$ cat src/rtl/scan_ctrl10.sv
// scan_ctrl10 -- multiplexed 10-digit display scan controller.
//
// A prescaler divides the clock into digit slots of DIV cycles. Each slot
// drives one active-low digit enable, after BLANK blanked cycles that let the
// previous digit's segments discharge (ghosting suppression). The number of
// digits per frame is sampled from ndig only when the scan wraps to digit 0,
// so a frame is never cut short or stretched by a mid-frame change.
//
// Timing model: every register updates on the rising edge. dig, slot and
// frame are computed from the next-state values of cnt/sel, so in any cycle
// they describe the cnt/sel values held in that same cycle (no pipeline lag).
// The en input is sampled at each edge; the cycle after an edge with en=0
// shows dig all ones and no pulses.
//
// Handshake: there is no valid/ready interface. slot and frame are
// single-cycle, registered, strobe-style outputs with no back-pressure.

module scan_ctrl10 #(
  parameter int DIV   = 1000,
  parameter int BLANK = 4
) (
  input  logic       clk,
  input  logic       rst,
  input  logic       en,
  input  logic [3:0] ndig,
  output logic [3:0] sel,
  output logic [9:0] dig,
  output logic       slot,
  output logic       frame
);

  localparam int CW = (DIV > 2) ? $clog2(DIV) : 1;
  localparam logic [CW-1:0] CNT_LAST = CW'(DIV - 1);
  localparam logic [3:0]    ND_MAX   = 4'd10;

  // Stored digit count: 0 and anything above 10 mean "all ten digits".
  function automatic logic [3:0] nd_map(input logic [3:0] n);
    logic [3:0] r;
    r = n;
    if ((n == 4'd0) || (n > ND_MAX)) begin
      r = ND_MAX;
    end
    return r;
  endfunction

  // State registers and their next-state values.
  logic [CW-1:0] cnt_q, cnt_d;
  logic [3:0]    sel_q, sel_d;
  logic [3:0]    nd_q,  nd_d;
  logic [9:0]    dig_q, dig_d;
  logic          slot_q, slot_d;
  logic          frame_q, frame_d;

  // Decoded events for this cycle.
  logic cnt_last;
  logic advance;
  logic wrap;
  logic active_d;

  // Slot/frame event decode from the current state.
  always_comb begin
    cnt_last = (cnt_q == CNT_LAST);
    advance  = en && cnt_last;
    // >= rather than == keeps the scan inside the frame even if sel_q were
    // ever found beyond the last digit.
    wrap     = advance && (sel_q >= (nd_q - 4'd1));
  end

  // Next-state logic for the prescaler, digit index and digit count.
  always_comb begin
    cnt_d = cnt_q;
    sel_d = sel_q;
    nd_d  = nd_q;
    if (en) begin
      if (cnt_last) begin
        cnt_d = '0;
      end else begin
        cnt_d = cnt_q + CW'(1);
      end
    end
    if (advance) begin
      if (wrap) begin
        sel_d = 4'd0;
        nd_d  = nd_map(ndig);
      end else begin
        sel_d = sel_q + 4'd1;
      end
    end
  end

  // Output next-state: decode the enable for the cnt/sel values being loaded.
  always_comb begin
    active_d = en && (int'(cnt_d) >= BLANK);
    dig_d    = '1;
    for (int k = 0; k < 10; k++) begin
      if (active_d && (sel_d == 4'(k))) begin
        dig_d[k] = 1'b0;
      end
    end
    slot_d  = advance;
    frame_d = wrap;
  end

  // All state, cleared asynchronously so reset discards any partial slot.
  always_ff @(posedge clk or posedge rst) begin
    if (rst) begin
      cnt_q   <= '0;
      sel_q   <= 4'd0;
      nd_q    <= ND_MAX;
      dig_q   <= '1;
      slot_q  <= 1'b0;
      frame_q <= 1'b0;
    end else begin
      cnt_q   <= cnt_d;
      sel_q   <= sel_d;
      nd_q    <= nd_d;
      dig_q   <= dig_d;
      slot_q  <= slot_d;
      frame_q <= frame_d;
    end
  end

  assign sel   = sel_q;
  assign dig   = dig_q;
  assign slot  = slot_q;
  assign frame = frame_q;

`ifndef SYNTHESIS
  // Digit index stays inside the current frame and the physical digit range.
  a_sel_range: assert property (@(posedge clk) disable iff (rst)
    (sel_q < nd_q) && (sel_q <= 4'd9));

  // Stored digit count is always 1..10.
  a_nd_range: assert property (@(posedge clk) disable iff (rst)
    (nd_q >= 4'd1) && (nd_q <= ND_MAX));

  // Never more than one digit driven at once.
  a_dig_onehot: assert property (@(posedge clk) disable iff (rst)
    $countones(~dig_q) <= 1);

  // A frame pulse is always also a slot pulse.
  a_frame_slot: assert property (@(posedge clk) disable iff (rst)
    frame_q |-> slot_q);

  // Prescaler never leaves 0..DIV-1.
  a_cnt_range: assert property (@(posedge clk) disable iff (rst)
    cnt_q <= CNT_LAST);
`endif

endmodule

$ cat config.mk
export PLATFORM = sky130hd
export DESIGN_NAME = scan_ctrl10
export DESIGN_NICKNAME = d
export VERILOG_FILES = /design/src/rtl/scan_ctrl10.sv
export SDC_FILE = /design/constraint.sdc
export NUM_CORES = 1
export LEC_CHECK = 0
export CAP_MARGIN = 20
export CELL_PAD_IN_SITES_DETAIL_PLACEMENT = 1
export CELL_PAD_IN_SITES_GLOBAL_PLACEMENT = 1
export CORE_MARGIN = 2
export CORE_UTILIZATION = 42
export DETAILED_ROUTE_END_ITERATION = 10
export GPL_TIMING_DRIVEN = 0
export PLACE_DENSITY = 0.85
export SYNTH_ARGS = -nofsm -noshare
export SYNTH_HDL_FRONTEND = slang
export SYNTH_SLANG_ARGS = --single-unit
$ cat constraint.sdc
create_clock -name clk -period 3 [get_ports clk]
set_input_delay 0.45 -clock clk [delete_from_list [all_inputs] [get_ports clk]]
set_output_delay 0.45 -clock clk [all_outputs]
set_load 0.01 [all_outputs]
-- Word-level counts from Yosys, hierarchy flattened
Index checks and enable logic that the tools add are counted.
- register bits: 30
- logic and storage cells: 54
- add/sub/neg operators: 3
- magnitude comparators: 3
- equality and inequality tests: 10
- mux-type cells: 15
- reductions and logical operators: 17
- operators with widths (operator ; number):
    $mux 10 ; 2
    $eq 4x3->1 const B ; 4
    $logic_and 1x1->1 ; 13
    $mux 4 ; 3
    $add 10x1->10 const B ; 1
    $eq 10x10->1 const B ; 1
    $ge 10x3->1 const B ; 1
    $mux 1 ; 10
    $eq 4x2->1 const B ; 2
    $eq 4x4->1 const B ; 2
    $logic_not 4->1 ; 2
    $add 4x1->4 const B ; 1
    $eq 4x1->1 const B ; 1
    $ge 4x4->1 ; 1
    $gt 4x4->1 const B ; 1
    $sub 4x1->4 const B ; 1
    $reduce_and 2->1 ; 1
    $logic_or 1x1->1 ; 1

-- Depth between registers and ports, before layout
- depth after elaboration: 8
- mapped depth: 9
- gate-level depth less buffers: 9

-- Worst setup path before layout
Ideal clock, no wire load.
- kind: register to register
- start point: register sel_q[0], in the netlist sel[0]
- end point: register dig_q[1], in the netlist dig[1]
- arrival: 2465 ps
- data required time: 2905 ps
- slack: 440 ps
- stages on the path, launching flop included: 10
- buffers on the path: 1
- period minus slack after synthesis: 2560 ps
- cells stage by stage: dfrtp_1 clkbuf_1 inv_1 ha_1 nand2b_1 a2111oi_2 nor3_1 nand2b_1 o31ai_1 nand3_1
- cells in the longest elaborated chain, start to end: 7
- elaborated cells on any way between the ends: 8
- classes of those cells: add/sub (1); order compare (1); eq/ne (1); mux (3); reduce/logical (2)
- ends and longest elaborated chain (element ; RTL line ; RTL):
    start: declaration ; 48 ; logic [3:0] sel_q, sel_d;
    start signal: assignment ; 115 ; sel_q <= sel_d;
    $ge 4x4->1 ; 66 ; wrap = advance && (sel_q >= (nd_q - 4'd1));
    $logic_and 1x1->1 ; 66 ;
    $mux 4 ; 82 ; if (wrap) begin
    $mux 4 (*) ; 81 ; if (advance) begin
    $eq 4x1->1 (*) ; 96 ; if (active_d && (sel_d == 4'(k))) begin
    $logic_and 1x1->1 (*) ; 96 ;
    $mux 1 (*) ; 96 ;
    net dig_d[1] ; 50 ; logic [9:0] dig_q, dig_d;
    end signal: assignment ; 117 ; dig_q <= dig_d;
    end: declaration ; 50 ;
Mark *: on every way through the listed nets, which the timed path passes. The rest lies on a longest branch.
A chain may end at the register's enable or synchronous reset.

-- Worst setup path in the final report
- start point: register sel_q[0], in the netlist sel[0]
- end point: register dig_q[5], in the netlist dig[5]
- cells in the longest elaborated chain, start to end: 7
- elaborated cells on any way between the ends: 8
- classes of those cells: add/sub (1); order compare (1); eq/ne (1); mux (3); reduce/logical (2)
- ends and longest elaborated chain (element ; RTL line):
    $ge 4x4->1 ; 66
    $logic_and 1x1->1 ; 66
    $mux 4 ; 82
    $mux 4 (*) ; 81
    $eq 4x3->1 (*) ; 96
    $logic_and 1x1->1 (*) ; 96
    $mux 1 (*) ; 96
    net dig_d[5] ; 50
Marked as above.

==> results.toml <==
[final_layout]
final_core_util_pct = 54.7
layout_common_cells = "clkdlybuf4s50_1 (21), nand2_1 (18), dfrtp_1 (17), nand3_1 (16), nor2_1 (13)"
multi_input_area_um2 = 887
n_antenna_cell = 0
syn_to_final_growth_pct = 25.8
nNetsFinal = 223
fill_cells = 456
seq_area_um2 = 767
final_layout_size_suffix_gt1_share_pct = 19.0
final_common_cell = "clkdlybuf4s50_1"

[setup_path]
path_depth = 8
reg2reg_from = "sel[0]"
crit_fanout = 13
end_kind = "flop"
crit_path_start_kind = "flop"
slowest_delay_ns = 0.49
reg2reg_depth = 8
cp.arrival_ns = 2.89
path_cells = "inv_1 > ha_1 > nand2b_1 > a2111oi_2 > nor3_1 > nand2b_1 > o31ai_2 > nand3_1"
crit_slowest_cell = "dfrtp_2"
crit_top_cell = "nand2b_1"
critPathCapture = "dig[5]"
worst-path-buf-inv = 1
crit_path_start = "sel[0]"
r2r_slack_ns = 0.31
r2r-end = "dig[5]"
path_delay_family = "simple AND/OR/NAND/NOR gates"
worstSetupPathType = "reg2reg"
required_ns = 3.20

[global_route]
antenna_found_initial = 0
grt.busiest_layer = "met2"
grt_pass1_wl_um = 7530
grt_max_degree = 31
grt_use_total_pct = 22.3
grt_overflow_total = 0
grt_pass1_vias = 1603
gr-usage-met3_pct = 6.09
use_met1_pct = 25.4
grtUsageMet2_pct = 38.8

[clock_network]
clock-sinks = 30
clockBufferDepth = 2
clk_pin_slew_worst_paths_ns = 0.07
cts_tree = "yes"
htree_levels = 2
numCtsBuffers = 5
ctsRootBufferMaster = "clkbuf_8"
clock_latency_ns = 0.29
postCtsHoldBufs = 0

[pwr]
p_leak_nw = 0.897
ir_drop_mv = 0.343
power_density_nw_per_um2 = 581
p_total_w = 0.00126

[synthesis]
ys_top_cells_by_area = "dfrtp_1 (26%), dfstp_2 (18%), ha_1 (5.1%)"
synth_cell_types = 45
ys_seq_area_share_pct = 44.3
synth_cells = 181
synth_top_area_share_pct = 26.1
postSynth.asyncResetShare_pct = 100
synth_ff_type = "dfrtp_1"
synth_area_um2 = 1730
avgSynthCellArea_um2 = 9.54
ys_warn_count = 0
syn_nets = 195
synth.largest_area_cell = "dfrtp_1"
synth_seq_cells = 30
synth-edff-count = 0

[floorplanning]
placeableCoreArea_um2 = 3970
die_area_um2 = 4640
io_pins = 23
start_util_pct = 43.5
die_h_um = 68.1
die_w_um = 68.1
rows = 23

[sta]
setup-violations-final = 0
tightest_slew_ns = 0.795
holdWs_ns = 0.406
finalClockSkew_ns = 0.00711
slew-limit-headroom_pct = 46.6
period_share_pct = 89.7
min_period_ns = 2.69
final_max_slew_viol_count = 0
hold_viol_final = 0
max_freq_mhz = 372
rsz0062_at_grt = "false"

[drt]
vias = 1477
route.detailed.wl_per_inst_um = 17.2
drt_iter0_markers = 55
drc_errors = 0
wl_um = 4480
dr.pass1.iters = 4
ant_nets = 0
via_per_inst = 5.68

[status]
status = "finished, final reports clean"

[run]
drv_cap = 0

[placed_design]
gp_congestion = 0.826
hpwlAfterDp_um = 3240
io_buffers = 21

[worst_hold_path]
hold_class = "in2async"
[worst min path at each step]
stage                to     from  slack [ns]
6_report       cnt_q[1]      rst        0.41
5_1_grt        cnt_q[0]       en        0.41
4_1_cts        cnt_q[0]       en        0.42
3_5_place_dp    nd_q[3]  nd_q[3]        0.51
3_3_place_gp    nd_q[1]  nd_q[1]        0.48
2_1_floorplan   nd_q[1]  nd_q[1]        0.47
[stage by stage]
stage | setup slack [ns] | TNS, ns | cells | cell area [um2]
2_1_floorplan | 0.440 | 0 | 181 | 1730
3_3_place_gp | 0.117 | 0 | 252 | 2000
3_5_place_dp | -0.0510 | -0.146 | 252 | 2000
4_1_cts | 0.00938 | 0 | 260 | 2150
5_1_grt | 0.0574 | 0 | 260 | 2170
6_report | 0.310 | 0 | 260 | 2170
[area by class of cell]
class	count	area share (%)
multi-input combinational	134	40.8
clock buffer	6	3.80
tap	50	2.88
clock inverter	2	2.76
timing repair buffer	22	10.9
buffer	8	2.07
inverter	8	1.38
sequential	30	35.3
[registers in the layout, indices dropped and copies added, names as in the netlist]
signal	flops
dig	10
sel	4
nd_q	4
cnt_q	10
slot	1
frame	1
[cells in the mapped netlist, types with 2 or more instances]
library cell,instances
dfrtp_1,18
a21oi_1,5
nand2b_1,4
ha_1,7
xnor2_1,6
nor2b_1,3
and3_2,2
o21ai_0,12
clkbuf_1,3
dfstp_2,12
nor3b_1,2
o22ai_1,4
inv_1,8
xor2_1,2
o31ai_1,4
and3_1,3
nor2_1,13
nand4_1,2
nand4_2,2
buf_2,3
o211ai_1,2
nor3_1,9
nand3_1,16
nand2_1,18
[power breakdown]
group,internal (W),leakage [nW],switching [W]
sequential,0.000449,0.360,0.0000343
clock,0.000354,0.0714,0.000163
combinational,0.000109,0.466,0.000152
[routing by layer]
layer / up-vias / wire length (um) / part of all wire [%]
met4: 0 / 126 / 2.8
met5: - / 0 / 0
li1: 705 / - / -
met2: 21 / 2350 / 52
met1: 739 / 1890 / 42
met3: 12 / 115 / 2.6
[logic make-up after synthesis]
logic type      after synthesis  share of synthesized area, %
buf+inv                      17                          4.56
xor+xnor                      8                          4.06
flops                        30                          44.3
simple gates                 81                          25.8
fa+ha+maj                     7                          5.07
compound gates               37                          15.6
mux                           1                         0.580
[timing repair]
item                                    in CTS  in global routing
setup buffers                                0                  0
endpoints found under the setup margin       3                 14
hold endpoints to repair                     0                  0
resized for setup                            1                  1
Note: power is estimated with default switching activity, not from simulation.
